<file path="config.mk">
export PLATFORM = sky130hd
export DESIGN_NAME = wdt_axi_regs
export DESIGN_NICKNAME = d
export VERILOG_FILES = /design/src/rtl/wdt_axi_regs.sv
export SDC_FILE = /design/constraint.sdc
export NUM_CORES = 1
export LEC_CHECK = 0
export ABC_CLOCK_PERIOD_IN_PS = 4690
export CAP_MARGIN = 20
export CORE_ASPECT_RATIO = 1.1
export CORE_MARGIN = 4
export CORE_UTILIZATION = 63
export CTS_CLUSTER_SIZE = 20
export DETAILED_ROUTE_END_ITERATION = 6
export DONT_BUFFER_PORTS = 1
export HOLD_SLACK_MARGIN = 0.06
export PLACE_DENSITY = 0.79
export SETUP_SLACK_MARGIN = 0.1
export SYNTH_ARGS = -nofsm -noshare
export SYNTH_HDL_FRONTEND = slang
export SYNTH_SLANG_ARGS = --single-unit
</file>
<file path="constraint.sdc">
create_clock -name clk -period 4.69 [get_ports clk]
set_input_delay 0.469 -clock clk [delete_from_list [all_inputs] [get_ports clk]]
set_output_delay 0.469 -clock clk [all_outputs]
set_load 0.03 [all_outputs]
</file>
<file path="src/rtl/wdt_axi_regs.sv">
// AXI4 slave register block for the watchdog core: drives WDEN/WDLIVE/WTOCNT, samples WTO,
// stretches kicks to LIVE_HOLD cycles and keeps a sticky timeout interrupt.
module wdt_axi_regs #(
  parameter int ID_W      = 8,
  parameter int LIVE_HOLD = 8
) (
  input  logic            clk,
  input  logic            rst,
  input  logic [ID_W-1:0] AWID,
  input  logic [31:0]     AWADDR,
  input  logic [3:0]      AWLEN,
  input  logic            AWVALID,
  output logic            AWREADY,
  input  logic [31:0]     WDATA,
  input  logic [3:0]      WSTRB,
  input  logic            WLAST,
  input  logic            WVALID,
  output logic            WREADY,
  output logic [ID_W-1:0] BID,
  output logic [1:0]      BRESP,
  output logic            BVALID,
  input  logic            BREADY,
  input  logic [ID_W-1:0] ARID,
  input  logic [31:0]     ARADDR,
  input  logic [3:0]      ARLEN,
  input  logic            ARVALID,
  output logic            ARREADY,
  output logic [ID_W-1:0] RID,
  output logic [31:0]     RDATA,
  output logic [1:0]      RRESP,
  output logic            RLAST,
  output logic            RVALID,
  input  logic            RREADY,
  output logic            WDEN,
  output logic            WDLIVE,
  output logic [31:0]     WTOCNT,
  input  logic            WTO,
  output logic            wdt_irq
);

  localparam logic [1:0]  RESP_OKAY   = 2'b00;
  localparam logic [1:0]  RESP_SLVERR = 2'b10;
  localparam logic [1:0]  RESP_DECERR = 2'b11;
  localparam logic [11:0] A_WDEN      = 12'h100;
  localparam logic [11:0] A_LIVE      = 12'h200;
  localparam logic [11:0] A_WTOCNT    = 12'h300;
  localparam logic [11:0] A_STATUS    = 12'h400;
  localparam int          HOLD_W      = $clog2(LIVE_HOLD + 1);
  localparam logic [HOLD_W-1:0] HOLD_LOAD = HOLD_W'(LIVE_HOLD);

  typedef enum logic [1:0] {W_IDLE, W_DATA, W_RESP} w_state_t;
  typedef enum logic {R_IDLE, R_DATA} r_state_t;

  w_state_t          w_state_q, w_state_d;
  r_state_t          r_state_q, r_state_d;
  logic              awready_q, awready_d, wready_q, wready_d, bvalid_q, bvalid_d;
  logic [ID_W-1:0]   bid_q, bid_d, rid_q, rid_d;
  logic [1:0]        bresp_q, bresp_d, rresp_q, rresp_d;
  logic [11:0]       waddr_q, waddr_d;
  logic [3:0]        wlen_q, wlen_d, rrem_q, rrem_d;
  logic              arready_q, arready_d, rvalid_q, rvalid_d, rlast_q, rlast_d;
  logic [31:0]       rdata_q, rdata_d;
  logic              wden_q, wden_d, live_q, live_d, sticky_q, sticky_d;
  logic [HOLD_W-1:0] hold_q, hold_d;
  logic [31:0]       wtocnt_q, wtocnt_d, wtocnt_merged;
  logic              wr_en;
  logic              unused_addr_hi;

  assign unused_addr_hi = ^{AWADDR[31:12], ARADDR[31:12]};

  for (genvar gi = 0; gi < 4; gi++) begin : g_wtocnt_lane
    assign wtocnt_merged[8*gi +: 8] = WSTRB[gi] ? WDATA[8*gi +: 8] : wtocnt_q[8*gi +: 8];
  end

  always_ff @(posedge clk or posedge rst) begin
    if (rst) begin
      w_state_q <= W_IDLE;
      r_state_q <= R_IDLE;
      awready_q <= 1'b0;
      wready_q  <= 1'b0;
      bvalid_q  <= 1'b0;
      bid_q     <= '0;
      bresp_q   <= '0;
      waddr_q   <= '0;
      wlen_q    <= '0;
      arready_q <= 1'b0;
      rvalid_q  <= 1'b0;
      rlast_q   <= 1'b0;
      rid_q     <= '0;
      rresp_q   <= '0;
      rdata_q   <= '0;
      rrem_q    <= '0;
      wden_q    <= 1'b0;
      live_q    <= 1'b0;
      hold_q    <= '0;
      wtocnt_q  <= '0;
      sticky_q  <= 1'b0;
    end else begin
      w_state_q <= w_state_d;
      r_state_q <= r_state_d;
      awready_q <= awready_d;
      wready_q  <= wready_d;
      bvalid_q  <= bvalid_d;
      bid_q     <= bid_d;
      bresp_q   <= bresp_d;
      waddr_q   <= waddr_d;
      wlen_q    <= wlen_d;
      arready_q <= arready_d;
      rvalid_q  <= rvalid_d;
      rlast_q   <= rlast_d;
      rid_q     <= rid_d;
      rresp_q   <= rresp_d;
      rdata_q   <= rdata_d;
      rrem_q    <= rrem_d;
      wden_q    <= wden_d;
      live_q    <= live_d;
      hold_q    <= hold_d;
      wtocnt_q  <= wtocnt_d;
      sticky_q  <= sticky_d;
    end
  end

  // Write channel: READY/VALID are registered, so each is set on the transition into its state.
  always_comb begin
    w_state_d = w_state_q;
    awready_d = awready_q;
    wready_d  = wready_q;
    bvalid_d  = bvalid_q;
    bid_d     = bid_q;
    bresp_d   = bresp_q;
    waddr_d   = waddr_q;
    wlen_d    = wlen_q;
    wr_en     = 1'b0;
    case (w_state_q)
      W_IDLE: begin
        awready_d = 1'b1;
        if (AWVALID && awready_q) begin
          bid_d     = AWID;
          waddr_d   = AWADDR[11:0];
          wlen_d    = AWLEN;
          awready_d = 1'b0;
          wready_d  = 1'b1;
          w_state_d = W_DATA;
        end
      end
      W_DATA: begin
        if (WVALID && wready_q && WLAST) begin
          wready_d  = 1'b0;
          bvalid_d  = 1'b1;
          w_state_d = W_RESP;
          if (wlen_q != 4'd0) begin
            bresp_d = RESP_SLVERR;
          end else if (waddr_q == A_WDEN || waddr_q == A_LIVE ||
                       waddr_q == A_WTOCNT || waddr_q == A_STATUS) begin
            bresp_d = RESP_OKAY;
            wr_en   = 1'b1;
          end else begin
            bresp_d = RESP_DECERR;
          end
        end
      end
      W_RESP: begin
        if (BREADY && bvalid_q) begin
          bvalid_d  = 1'b0;
          awready_d = 1'b1;
          w_state_d = W_IDLE;
        end
      end
      default: w_state_d = W_IDLE;
    endcase
  end

  // Register file; the WTO set is applied last so it beats a same-cycle W1C.
  always_comb begin
    wden_d   = wden_q;
    live_d   = live_q;
    hold_d   = hold_q;
    wtocnt_d = wtocnt_q;
    sticky_d = sticky_q;
    if (hold_q != '0) begin
      hold_d = hold_q - 1'b1;
      if (hold_q == HOLD_W'(1)) live_d = 1'b0;
    end
    if (wr_en) begin
      case (waddr_q)
        A_WDEN: begin
          if (WSTRB[0]) begin
            wden_d = WDATA[0];
            if (!WDATA[0]) begin
              live_d = 1'b0;
              hold_d = '0;
            end
          end
        end
        A_LIVE: begin
          if (WSTRB[0]) begin
            live_d = WDATA[0];
            hold_d = WDATA[0] ? HOLD_LOAD : '0;
          end
        end
        A_WTOCNT: wtocnt_d = wtocnt_merged;
        A_STATUS: if (WSTRB[0] && WDATA[1]) sticky_d = 1'b0;
        default: ;
      endcase
    end
    if (WTO) sticky_d = 1'b1;
  end

  // Read channel: data is snapshotted at AR accept, so a same-cycle write is not visible.
  always_comb begin
    r_state_d = r_state_q;
    arready_d = arready_q;
    rvalid_d  = rvalid_q;
    rlast_d   = rlast_q;
    rid_d     = rid_q;
    rresp_d   = rresp_q;
    rdata_d   = rdata_q;
    rrem_d    = rrem_q;
    case (r_state_q)
      R_IDLE: begin
        arready_d = 1'b1;
        if (ARVALID && arready_q) begin
          arready_d = 1'b0;
          rvalid_d  = 1'b1;
          rid_d     = ARID;
          rrem_d    = ARLEN;
          rlast_d   = (ARLEN == 4'd0);
          r_state_d = R_DATA;
          rdata_d   = '0;
          rresp_d   = RESP_OKAY;
          if (ARLEN != 4'd0) begin
            rresp_d = RESP_SLVERR;
          end else begin
            case (ARADDR[11:0])
              A_WDEN:   rdata_d = {31'b0, wden_q};
              A_LIVE:   rdata_d = {31'b0, live_q};
              A_WTOCNT: rdata_d = wtocnt_q;
              A_STATUS: rdata_d = {30'b0, sticky_q, WTO};
              default:  rresp_d = RESP_DECERR;
            endcase
          end
        end
      end
      R_DATA: begin
        if (RREADY && rvalid_q) begin
          if (rlast_q) begin
            rvalid_d  = 1'b0;
            rlast_d   = 1'b0;
            arready_d = 1'b1;
            r_state_d = R_IDLE;
          end else begin
            rrem_d  = rrem_q - 1'b1;
            rlast_d = (rrem_q == 4'd1);
          end
        end
      end
      default: r_state_d = R_IDLE;
    endcase
  end

  assign AWREADY = awready_q;
  assign WREADY  = wready_q;
  assign BVALID  = bvalid_q;
  assign BID     = bid_q;
  assign BRESP   = bresp_q;
  assign ARREADY = arready_q;
  assign RVALID  = rvalid_q;
  assign RLAST   = rlast_q;
  assign RID     = rid_q;
  assign RRESP   = rresp_q;
  assign RDATA   = rdata_q;
  assign WDEN    = wden_q;
  assign WDLIVE  = live_q;
  assign WTOCNT  = wtocnt_q;
  assign wdt_irq = sticky_q;

endmodule

</file>
==> flow_summary.toml, run 1 <==
[synthesis]
synth_edf_count = 0
synthesis.nets = 519
synth-warning-count = 0
seq_area_frac_synth_pct = 60.5
synth_top_area_share_pct = 60.5
synthCells = 381
synth.distinct_cells = 43
ys.flop_type = "dfrtp_1"
synth-seq-cells = 120
syn-cell-area_um2 = 4960
syn_avg_cell_area_um2 = 13.0
synth_top_area_cell = "dfrtp_1"
async_reset_ff_share_pct = 100
synth_area_leaders = "dfrtp_1, mux2_2, a22o_1"

[worst_setup_path]
cp_max_fo = 16
critPathKind = "flip-flop to flip-flop"
cp-start-kind = "flip-flop"
required_ns = 5.12
cp-end-kind = "flip-flop"
crit_arrival_ns = 2.94

[drt]
vias = 3155
drt_pre_antenna_iters = 4
via_per_inst = 6.14
antenna_left = 0
drt-initial-drc-count = 109
routedWlPerCell_um = 22.2
routed_wl_mm = 11.4
drc = 0

[sta]
skew_ns = 0.00740
period_needed_ns = 2.51
slew_viol_final = 0
worst_pin_slew_ns = 1.01
maxSlewHeadroom_pct = 32.2
setup_viol_count_final = 0
finalWorstSetupSlack_ns = 2.18
post-route-period-util_pct = 53.5
setup_tns_ns = 0
rsz0062_at_grt = "false"
hold_viol = 0
max_freq_ghz = 0.398

[placed_design]
place_ws_ns = 2.19
portBuffers = 0
hpwlAfterDp_mm = 8.11
gp_congestion = 0.827
placed_cell_area_um2 = 5090

[grt]
grt_pass1_wl_mm = 17.8
antenna_found_initial = 0
grt-ovfl-total = 0
grt_use_total_pct = 25.4
grt_pass1_vias = 3309
grt_max_degree = 78

[job]
max-cap-violations = 0

[clocking]
path_clk_slew_ns = 0.06
cts_root_buf = "clkbuf_8"
cts_buffers = 17
post_cts_buffers = 0
clk_path_buf_depth = 2
cts-resized-gates = 0
hold_buffers = 3
cts_tree = "built"
ctsHtreeMaxLevel = 4
clk_latency_ns = 0.50
clkSinkCount = 120

[floorplan]
die_h_um = 101
die_w_um = 92.6
pin_count = 226
dieArea_um2 = 9360
initial_core_util_pct = 65.7
num_rows = 33
core_um2 = 7560

[cells_and_area]
nNetsFinal = 534
fin_area_um2 = 5810
diodes = 0
layout-drive-gt1-share_pct = 24.9
syn_to_final_growth_pct = 17.0

[power]
leakagePower_nw = 2.76
vdd.ir_drop.worst_mv = 0.408
p_per_area_nw_per_um2 = 641

[status]
outcome = "completed"

[min_path]
hp-class = "input port to async pin"
==> layer usage <==
layer / wire (um) / GRT usage [%]
met5: 0 / 0
met4: 195 / 8.46
met3: 1240 / 12.2
met2: 5830 / 42.7
met1: 4160 / 28.5
==> cells in the mapped netlist (all sizes together), types with 5 or more instances <==
library cell / number
o21ai: 7
dfrtp: 120
ha: 5
mux2: 59
clkbuf: 11
nand2: 39
nand4: 7
nor3: 8
nor2: 17
nor2b: 5
a21oi: 10
inv: 12
nand3b: 6
a22o: 30
nand3: 5
==> stage by stage <==
stage	std cells	hold WS [ns]	power, W	util, %
3_5_place_dp	478	0.488	0.00227	67.4
5_1_grt	514	0.0702	0.00391	76.9
3_3_place_gp	478	0.483	0.00223	67.4
2_1_floorplan	381	0.472	0.00212	-
4_1_cts	513	0.0631	0.00375	76.7
6_report	514	0.0222	0.00372	76.9
==> cell usage in the layout (no fill, tap or decap), types with 2 or more instances in the layout <==
master	count
clkinv_4	2
a31oi_1	2
a21oi_1	10
mux2i_1	2
a21o_1	2
clkbuf_8	4
or3_1	3
o21ai_0	7
nor2b_1	5
nand3_1	5
nand4_1	3
nand2b_1	3
inv_1	11
nand4_4	4
or4_1	2
o22a_1	3
buf_4	4
o31ai_1	2
dlygate4sd3_1	4
mux2_1	4
clkbuf_16	16
nand2_1	39
nand4bb_1	2
nand3b_1	6
dfrtp_1	120
nor3_4	2
nor3_1	4
nor2_1	17
ha_1	5
xnor2_1	2
clkinvlp_4	2
mux2_2	55
nor3_2	2
a22o_1	30
and4_1	2
a32o_1	2
bufinv_16	6
==> logic make-up after synthesis <==
group	after synthesis	synth area share [%]
flops	120	60.5
simple gates	106	12.6
compound gates	63	9.63
mux	61	13.8
buf+inv	24	1.84
fa+ha+maj	5	1.26
xor+xnor	2	0.353
==> final timing paths <==
kind	start	to	slack, ns	depth (start not counted)
min in group clk	ARID[3]	RID[3]	0.08	2
worst max register to register	r_state_q	RDATA[28]	2.18	5
worst min register to register	wlen_q[0]	wlen_q[0]	0.50	1
worst min-delay path	rst	BID[4]	0.02	1
max in group asynchronous	rst	WTOCNT[16]	3.53	2
worst max-delay path	r_state_q	RDATA[28]	2.18	5
==> flip-flops by register name, indices dropped and copies added (netlist names), 2 cells and up <==
register / count
RDATA: 32
WTOCNT: 32
waddr_q: 12
BID: 8
RID: 8
hold_q: 4
rrem_q: 4
wlen_q: 4
BRESP: 2
RRESP: 2
w_state_q: 2
==> layout make-up <==
cell class / count / area, um^2
flip-flops and latches: 120 / 3000
repair buffers: 8 / 70.1
well taps: 105 / 131
multi-input cells: 237 / 1880
fillers: 459 / 1750
clock inverters: 11 / 218
clock buffers: 21 / 459
inverters: 12 / 47.5
==> worst max-delay path, stage by stage, from the launching register on <==
cell	delay, ns
dfrtp_1	0.55
nor2_1	0.27
nand4_1	0.21
nor3_2	0.86
buf_4	0.36
a22o_1	0.17
==> where the power goes <==
group	leakage [nW]	switching (W)	internal, W
Clock	0.324	0.000446	0.00101
Combinational	0.882	0.000304	0.000294
Sequential	1.55	0.000408	0.00126
Power figures use the tool's default switching activity.
==> inputs of run 2 (changes only) <==
--- a/config.mk
+++ b/config.mk
@@ -5,16 +5,16 @@
 export SDC_FILE = /design/constraint.sdc
 export NUM_CORES = 1
 export LEC_CHECK = 0
-export ABC_CLOCK_PERIOD_IN_PS = 4690
+export ABC_CLOCK_PERIOD_IN_PS = 2150
 export CAP_MARGIN = 20
 export CORE_ASPECT_RATIO = 1.1
 export CORE_MARGIN = 4
-export CORE_UTILIZATION = 63
+export CORE_UTILIZATION = 57
 export CTS_CLUSTER_SIZE = 20
 export DETAILED_ROUTE_END_ITERATION = 6
 export DONT_BUFFER_PORTS = 1
 export HOLD_SLACK_MARGIN = 0.06
-export PLACE_DENSITY = 0.79
+export PLACE_DENSITY = 0.75
 export SETUP_SLACK_MARGIN = 0.1
 export SYNTH_ARGS = -nofsm -noshare
 export SYNTH_HDL_FRONTEND = slang
==> constraint.sdc (replaced) <==
create_clock -name clk -period 2.15 [get_ports clk]
set_input_delay 0.215 -clock clk [delete_from_list [all_inputs] [get_ports clk]]
set_output_delay 0.215 -clock clk [all_outputs]
set_load 0.03 [all_outputs]
==> run 2 against run 1 <==
  * Register-to-register slack got worse by 2.0 ns
  * Worst hold slack improved by 0.051 ns
  * Largest power group unchanged
  * Sequential share of layout area decreased by 6.4 points
  * First-iteration DRC count increased by 32%
  * Setup slack got worse by 2.0 ns
  * Critical path type unchanged
==> flow_summary.toml, run 2 (synthesis gave the netlist of run 1 again) <==
[sta]
maxSlewHeadroom_pct = 52.5
slew_viol_final = 0
post-route-period-util_pct = 91.9
worst_pin_slew_ns = 0.710
setup_viol_count_final = 0
max_freq_ghz = 0.506
rsz0062_at_grt = "true"
setup_tns_ns = 0
skew_ns = 0.00840
period_needed_ns = 1.98
hold_viol = 0

[placed_design]
placed_cell_area_um2 = 5190
portBuffers = 0
hpwlAfterDp_mm = 7.95
gp_congestion = 0.802

[clocking]
cts_tree = "built"
cts_root_buf = "clkbuf_8"
cts_buffers = 17
ctsHtreeMaxLevel = 4
clkSinkCount = 120
path_clk_slew_ns = 0.06
clk_latency_ns = 0.50
clk_path_buf_depth = 2

[min_path]
hold_start = "WLAST"
min_to = "w_state_q[0]"
worstHoldPathCells = 2
hp-class = "input port to flip-flop"

[drt]
drt_pre_antenna_iters = 5
drc = 0
routedWlPerCell_um = 20.5
routed_wl_mm = 12.4
vias = 3493
via_per_inst = 5.78
antenna_left = 0
drt-initial-drc-count = 144

[cells_and_area]
fin_area_um2 = 6630
fin_util_pct = 78.5
layout-drive-gt1-share_pct = 23.1
final_cell_mix = "dfrtp_1, dlygate4sd3_1, mux2_2, nand2_1, a22o_1"
diodes = 0
fillers = 490
final_common_cell = "dfrtp_1"
regArea_um2 = 3000
nNetsFinal = 618
syn_to_final_growth_pct = 33.6
multi_input_area_um2 = 1900

[job]
max-cap-violations = 0

[floorplan]
initial_core_util_pct = 58.7
dieArea_um2 = 10300
die_h_um = 106
num_rows = 35
pin_count = 226
core_um2 = 8450
die_w_um = 97.0

[worst_setup_path]
rr_startpoint = "waddr_q[7]"
cp-end-kind = "flip-flop"
reg2reg_slack_ns = 0.17
critPathKind = "flip-flop to flip-flop"
r2r_end = "WTOCNT[5]"
required_ns = 2.53
cp-start-kind = "flip-flop"
crit_arrival_ns = 2.36
cp_max_fo = 8
worstRegToRegCells = 5

[grt]
grt_pass1_vias = 3782
antenna_found_initial = 0
grt_use_total_pct = 25.0
grt-ovfl-total = 0
grt_pass1_wl_mm = 20.0
grt_max_degree = 121

[status]
outcome = "completed"

[power]
intPower_w = 0.00537
power_frac_clock_pct = 35.7
sequentialPowerShare_pct = 44.9
combPwrFrac_pct = 19.4
fin_total_pwr_w = 0.00803
vdd.ir_drop.worst_mv = 1.02
p_per_area_nw_per_um2 = 1210
p_switching_w = 0.00266
leakagePower_nw = 3.09
swShare_pct = 33.1
## run 2: final cells by class
cell class / instances / area share (%)
flip-flops and latches: 120 / 45.3
multi-input cells: 237 / 28.6
clock buffers: 19 / 6.66
repair buffers: 92 / 14.0
well taps: 111 / 2.09
inverters: 12 / 0.736
clock inverters: 13 / 2.55
## run 2: power by group through the flow
stage	Sequential, W	Combinational [W]	Clock [W]
floorplan	0.00351	0.00113	0
global placement	0.00359	0.00131	0
detailed placement	0.00361	0.00139	0
CTS	0.00358	0.00153	0.00290
global route	0.00368	0.00175	0.00303
finish	0.00361	0.00156	0.00286
## run 2: worst max path at each step
stage | start | to | slack, ns | cells after the start
2_1_floorplan | wlen_q[0] | WTOCNT[4] | 0.10 | 4
3_3_place_gp | wlen_q[0] | WTOCNT[4] | 0.17 | 5
3_5_place_dp | wlen_q[0] | WTOCNT[5] | 0.14 | 5
4_1_cts | wlen_q[0] | WTOCNT[5] | 0.12 | 5
5_1_grt | waddr_q[1] | WTOCNT[5] | 0.09 | 5
6_report | waddr_q[7] | WTOCNT[5] | 0.17 | 5
## run 2: timing repair
| action | 4_1_cts | 5_1_grt |
|---|---|---|
| resized for setup | 0 | 4 |
| setup endpoints to repair | 0 | 15 |
| hold buffers | 81 | 0 |
| buffers inserted | 0 | 1 |
| hold endpoints to repair | 203 | 0 |
## run 2: per-layer routing
metal  wire length (um)  track usage [%]  vias up
met1               4600             28.3     1710
met4                187             8.73        0
met5                  0                0        -
li1                   -                -     1584
met3               1160             10.4       14
met2               6430             42.7      185
## run 2: worst max-delay path, stage by stage (launching register included)
cell,delay (ns)
dfrtp_1,0.37
or4_4,0.54
nor3_4,0.20
buf_12,0.16
nand4_4,0.21
mux2_4,0.36
## run 2: stage by stage
step	hold WS (ns)	instances	setup WS [ns]
after floorplan	0.320	381	0.101
after global placement	0.322	490	0.175
after detailed placement	0.327	490	0.135
after CTS	0.0607	603	0.124
after global routing	0.0742	604	0.0893
final	0.0730	604	0.174
